<file path="src/rtl/gpio_host_link.sv">
// gpio_host_link: toggle-handshake command bridge between the tiny processor's GPIO port and a 6-bit host stream.
// Build option GPIO_LINK_SYNC_EN: two-flop synchronizer on gpio_out ahead of request detection.
//
// state  | meaning
// IDLE   | gpio_out[2:0] at a request edge is a command
// PAY_LO | next request carries tx word bits [2:0]
// PAY_HI | next request carries tx word bits [5:3] and completes the write
module gpio_host_link #(
    parameter int RX_DEPTH = 4
) (
    input  logic       clock,
    input  logic       reset_n,
    input  logic [3:0] gpio_out,
    output logic [3:0] gpio_in,
    input  logic [5:0] host_rx_data,
    input  logic       host_rx_valid,
    output logic       host_rx_ready,
    output logic [5:0] host_tx_data,
    output logic       host_tx_valid,
    input  logic       host_tx_ready
);

    localparam int PTR_W = (RX_DEPTH > 1) ? $clog2(RX_DEPTH) : 1;
    localparam int CNT_W = $clog2(RX_DEPTH + 1);
    localparam logic [CNT_W-1:0] FULL_CNT = CNT_W'(RX_DEPTH);

    localparam logic [2:0] CMD_STATUS  = 3'd0;
    localparam logic [2:0] CMD_RD_LO   = 3'd1;
    localparam logic [2:0] CMD_RD_HI   = 3'd2;
    localparam logic [2:0] CMD_WRITE   = 3'd3;
    localparam logic [2:0] CMD_CLR_ERR = 3'd4;

    typedef enum logic [1:0] {
        IDLE,
        PAY_LO,
        PAY_HI
    } state_t;

    state_t           state;
    logic             req_seen;
    logic [2:0]       tx_lo;
    logic             tx_drop;
    logic [3:0]       gpio_eff;

    logic [5:0]       rx_mem [RX_DEPTH];
    logic [PTR_W-1:0] wr_ptr;
    logic [PTR_W-1:0] rd_ptr;
    logic [CNT_W-1:0] rx_count;

    logic             req;
    logic             rx_push;
    logic             rx_pop;
    logic             rx_nonempty;
    logic             tx_busy;
    logic [5:0]       rx_head;

`ifdef GPIO_LINK_SYNC_EN
    logic [3:0] sync_q1;
    logic [3:0] sync_q2;

    always_ff @(posedge clock or negedge reset_n) begin
        if (!reset_n) begin
            sync_q1 <= '0;
            sync_q2 <= '0;
        end else begin
            sync_q1 <= gpio_out;
            sync_q2 <= sync_q1;
        end
    end

    assign gpio_eff = sync_q2;
`else
    assign gpio_eff = gpio_out;
`endif

    // ready comes from the registered count only, so a pop at full does not admit a push that edge
    assign host_rx_ready = (rx_count != FULL_CNT);
    assign rx_nonempty   = (rx_count != '0);
    assign rx_push       = host_rx_valid && host_rx_ready;
    assign req           = (gpio_eff[3] != req_seen);
    assign rx_pop        = req && (state == IDLE) && (gpio_eff[2:0] == CMD_RD_HI) && rx_nonempty;
    assign rx_head       = rx_mem[rd_ptr];
    assign tx_busy       = host_tx_valid && !host_tx_ready;

    always_ff @(posedge clock) begin
        if (rx_push) begin
            rx_mem[wr_ptr] <= host_rx_data;
        end
    end

    always_ff @(posedge clock or negedge reset_n) begin
        if (!reset_n) begin
            wr_ptr   <= '0;
            rd_ptr   <= '0;
            rx_count <= '0;
        end else begin
            if (rx_push) begin
                wr_ptr <= wr_ptr + PTR_W'(1);
            end
            if (rx_pop) begin
                rd_ptr <= rd_ptr + PTR_W'(1);
            end
            if (rx_push && !rx_pop) begin
                rx_count <= rx_count + CNT_W'(1);
            end else if (rx_pop && !rx_push) begin
                rx_count <= rx_count - CNT_W'(1);
            end
        end
    end

    always_ff @(posedge clock or negedge reset_n) begin
        if (!reset_n) begin
            state         <= IDLE;
            req_seen      <= 1'b0;
            gpio_in       <= '0;
            tx_lo         <= '0;
            tx_drop       <= 1'b0;
            host_tx_valid <= 1'b0;
            host_tx_data  <= '0;
        end else begin
            if (host_tx_valid && host_tx_ready) begin
                host_tx_valid <= 1'b0;
            end
            if (req) begin
                req_seen   <= gpio_eff[3];
                gpio_in[3] <= ~gpio_in[3];
                case (state)
                    IDLE: begin
                        case (gpio_eff[2:0])
                            CMD_STATUS: gpio_in[2:0] <= {rx_nonempty, tx_busy, tx_drop};
                            CMD_RD_LO:  gpio_in[2:0] <= rx_nonempty ? rx_head[2:0] : 3'b000;
                            CMD_RD_HI:  gpio_in[2:0] <= rx_nonempty ? rx_head[5:3] : 3'b000;
                            CMD_WRITE: begin
                                gpio_in[2:0] <= 3'b000;
                                state        <= PAY_LO;
                            end
                            CMD_CLR_ERR: begin
                                gpio_in[2:0] <= 3'b000;
                                tx_drop      <= 1'b0;
                            end
                            default: gpio_in[2:0] <= 3'b111;
                        endcase
                    end
                    PAY_LO: begin
                        tx_lo        <= gpio_eff[2:0];
                        gpio_in[2:0] <= 3'b000;
                        state        <= PAY_HI;
                    end
                    PAY_HI: begin
                        // a word being handed off this same edge frees the register, so no drop
                        if (tx_busy) begin
                            tx_drop      <= 1'b1;
                            gpio_in[2:0] <= 3'b000;
                        end else begin
                            host_tx_data  <= {gpio_eff[2:0], tx_lo};
                            host_tx_valid <= 1'b1;
                            gpio_in[2:0]  <= 3'b001;
                        end
                        state <= IDLE;
                    end
                    default: state <= IDLE;
                endcase
            end
        end
    end

endmodule
</file>
<file path="config.mk">
export PLATFORM = sky130hd
export DESIGN_NAME = gpio_host_link
export DESIGN_NICKNAME = d
export VERILOG_FILES = /design/src/rtl/gpio_host_link.sv
export SDC_FILE = /design/constraint.sdc
export NUM_CORES = 1
export LEC_CHECK = 0
export ABC_AREA = 1
export CORE_ASPECT_RATIO = 1.75
export CORE_MARGIN = 5
export CORE_UTILIZATION = 56
export CTS_CLUSTER_DIAMETER = 100
export DETAILED_ROUTE_END_ITERATION = 10
export DONT_BUFFER_PORTS = 1
export PLACE_DENSITY = 0.79
export SLEW_MARGIN = 5
export SYNTH_ARGS = -nofsm -noshare
export SYNTH_HDL_FRONTEND = slang
export SYNTH_SLANG_ARGS = --single-unit
</file>
<file path="constraint.sdc">
create_clock -name clock -period 2 [get_ports clock]
set_input_delay 0.4 -clock clock [delete_from_list [all_inputs] [get_ports clock]]
set_output_delay 0.4 -clock clock [all_outputs]
set_load 0.01 [all_outputs]
</file>
==> out/metrics.yaml <==
grt_remaining_overflow: 0
critPathKind: "flop to flop"
layout-drive-gt1-share_pct: 15.45
insertion_delay_ns: 0.31
syn_to_final_growth_pct: 9.864
cp.arrival_ns: 2.11
drt-pass1-iter-count: 4
skew_ns: 0.01084
syn-num-nets: 254
crit_fanout: 4
dpl.hpwl_um: 3116
grt_pass1_vias: 1515
drt_iter0_markers: 73
clockBufferDepth: 2
hold_class: "input pin to async pin"
cp.required_ns: 2.19
min_period_ns: 1.924
yosys_register_bits: 49
outcome: "finished clean"
layout.nets: 270
routed_via_density: 5.201
rows: 30
maxCapViolCount: 0
hold_viol: 0
clock_sinks: 49
pre_cts_ws_ns: -0.01716
wl_met2_um: 2213
setup_viol: 0
endpoint_kind: "flop"
post_drt_wl_per_cell_um: 13.89
vdd_ir_drop_max_v: 0.001042
initial_core_util_pct: 58.25
relSlewSlack_pct: 62.45
cts_made_buffers: 5
numPortBuffers: 0
syn_area_per_cell_um2: 10.03
coreArea_um2: 3941
wirelength_um: 4085
wl_met1_um: 1480
cts-htree-levels: 2
mostFrequentLayoutCell: "nand2_1"
ys_seq_area_share_pct: 58.64
drv_slew: 0
period_share_pct: 96.21
grt_use_total_pct: 16.38
layout_common_cells: "73 x nand2_1, 25 x inv_1, 25 x dfrtp_1, 24 x edfxtp_1, 14 x nor2_1"
final.setup.worst_slack_ns: 0.07577
drcViolationCount: 0
highest_layer: "met4"
synthCells: 229
dr_wl_met3_um: 224
grt_max_degree: 26
tns_ns: 0
die_y_um: 94.71
cts_tree: "yes"
cts_root_buf: "clkbuf_8"
path_clk_slew_ns: 0.09
grt_antenna_before_repair: 0
die_area_um2: 5531
r2r_slack_ns: 0.08
max_freq_mhz: 519.7
io_pins: 26
syn_area_um2: 2296
fillers: 336
yosysUniqueCellTypes: 30
p_per_area_nw_per_um2: 1365
antennaDiodeCount: 0
synth_warnings: 0
die_w_um: 58.40
worst_pin_slew_ns: 0.5633
leakagePower_uw: 0.001179
grt_pass1_wl_um: 6720
ant_nets: 0
globalplace.congestion: 0.8483
rsz0062_at_grt: "true"
vias: 1529
start_kind: "flop"
-- logic make-up (layout without fill, tap and decap cells) --
logic type,Yosys count,after routing,synth area share (%)
buffers and inverters,34,51,6.103
AO/OA/AOI/OAI,22,22,5.068
AND/OR/NAND/NOR,103,103,19.62
multiplexers,4,4,1.962
flip-flops,49,49,58.64
XOR/XNOR,6,6,2.289
adder cells (fa/ha/maj),11,11,6.322
-- worst max-delay path, stage by stage, from the launching register on --
cell	delay (ns)
dfrtp_1	0.39
or2_4	0.26
nand2_4	0.06
inv_2	0.06
nand4_2	0.07
ha_1	0.14
inv_1	0.08
fa_2	0.36
a21oi_2	0.14
o21ai_1	0.10
xor2_1	0.16
-- what timing repair did --
action / in CTS / in global routing
endpoints found under the hold margin: 25 / 0
setup buffers: 2 / 0
gates resized for setup: 0 / 5
setup endpoints to repair: 1 / 2
hold buffers: 1 / 0
-- sequential cells by signal (all words and copies together) (netlist names) --
name	cells
tx_lo	3
gpio_in	4
host_tx_valid	1
rx_mem	24
host_tx_data	6
tx_drop	1
rx_count	3
state	2
rd_ptr	2
wr_ptr	2
req_seen	1
-- layout make-up --
cell class,instances,area (um2),area share [%]
timing repair buffer,13,95.09,3.770
multi-input combinational,146,818.3,32.44
sequential,49,1346,53.37
clock buffer,5,68.82,2.728
clock inverter,3,21.27,0.8433
inverter,30,112.6,4.464
tap,48,60.06,2.381
-- report_power, final --
part	leakage (uW)	total, uW	internal (uW)	switching (uW)
sequential	0.000525	1650	1390	258
clock	0.0000462	576	249	328
combinational	0.000608	1210	498	716
-- routing by layer --
layer,global-route usage (%),up-vias
met5,0,-
met2,27.89,41
met1,17.03,709
li1,-,764
met3,4.514,15
met4,11.03,0
-- Yosys cell counts --
cell | instances | area [um2]
mux2_2 | 4 | 45.04
ha_1 | 10 | 125.1
o21ai_0 | 10 | 50.05
o22ai_1 | 1 | 6.260
buf_2 | 1 | 5.000
nand4_2 | 1 | 12.51
or2_4 | 1 | 8.760
nand4_1 | 1 | 6.260
dfrtp_1 | 25 | 625.6
buf_4 | 1 | 7.510
edfxtp_1 | 24 | 720.7
o21ai_1 | 3 | 15.01
a211oi_1 | 1 | 7.510
a21oi_1 | 5 | 25.02
inv_1 | 26 | 97.59
nand2_1 | 73 | 274.0
nor3_4 | 1 | 16.27
nand3_1 | 8 | 40.04
nor2_2 | 1 | 6.260
buf_6 | 1 | 11.26
nor2_1 | 14 | 52.55
nand2_4 | 1 | 11.26
nor3_1 | 1 | 5.000
inv_2 | 4 | 15.01
a31oi_1 | 2 | 12.51
xnor2_1 | 2 | 17.52
clkbuf_1 | 1 | 3.750
xor2_1 | 4 | 35.03
fa_1 | 1 | 20.02
nand3_4 | 1 | 17.52
-- per-stage QoR --
| step | util, % | power [uW] | hold slack [ns] | cell area (um2) | std cells |
|---|---|---|---|---|---|
| 2_1_floorplan | - | 2504 | 0.1044 | 2296 | 229 |
| 3_3_place_gp | 60.98 | 2764 | 0.1050 | 2404 | 283 |
| 3_5_place_dp | 60.98 | 2823 | 0.1050 | 2404 | 283 |
| 4_1_cts | 63.90 | 3448 | 0.1053 | 2519 | 294 |
| 5_1_grt | 64.00 | 3723 | 0.09010 | 2522 | 294 |
| 6_report | 64.00 | 3444 | 0.07275 | 2522 | 294 |
-- worst paths after layout --
| check | from | cells past startpoint | end |
|---|---|---|---|
| worst min-delay path | reset_n | 1 | host_tx_data[2]$_DFFE_PN0P_ |
| min in group clock | gpio_out[3] | 0 | req_seen$_DFFE_PN0N_ |
| max in group asynchronous | reset_n | 1 | state[1]$_DFFE_PN0P_ |
| worst max-delay path | req_seen$_DFFE_PN0N_ | 10 | rx_count[2]$_DFFE_PN0P_ |
| worst max register to register | req_seen$_DFFE_PN0N_ | 10 | rx_count[2]$_DFFE_PN0P_ |
| worst min register to register | tx_lo[0]$_DFFE_PN0P_ | 2 | tx_lo[0]$_DFFE_PN0P_ |
(Power assumes the default switching activity.)
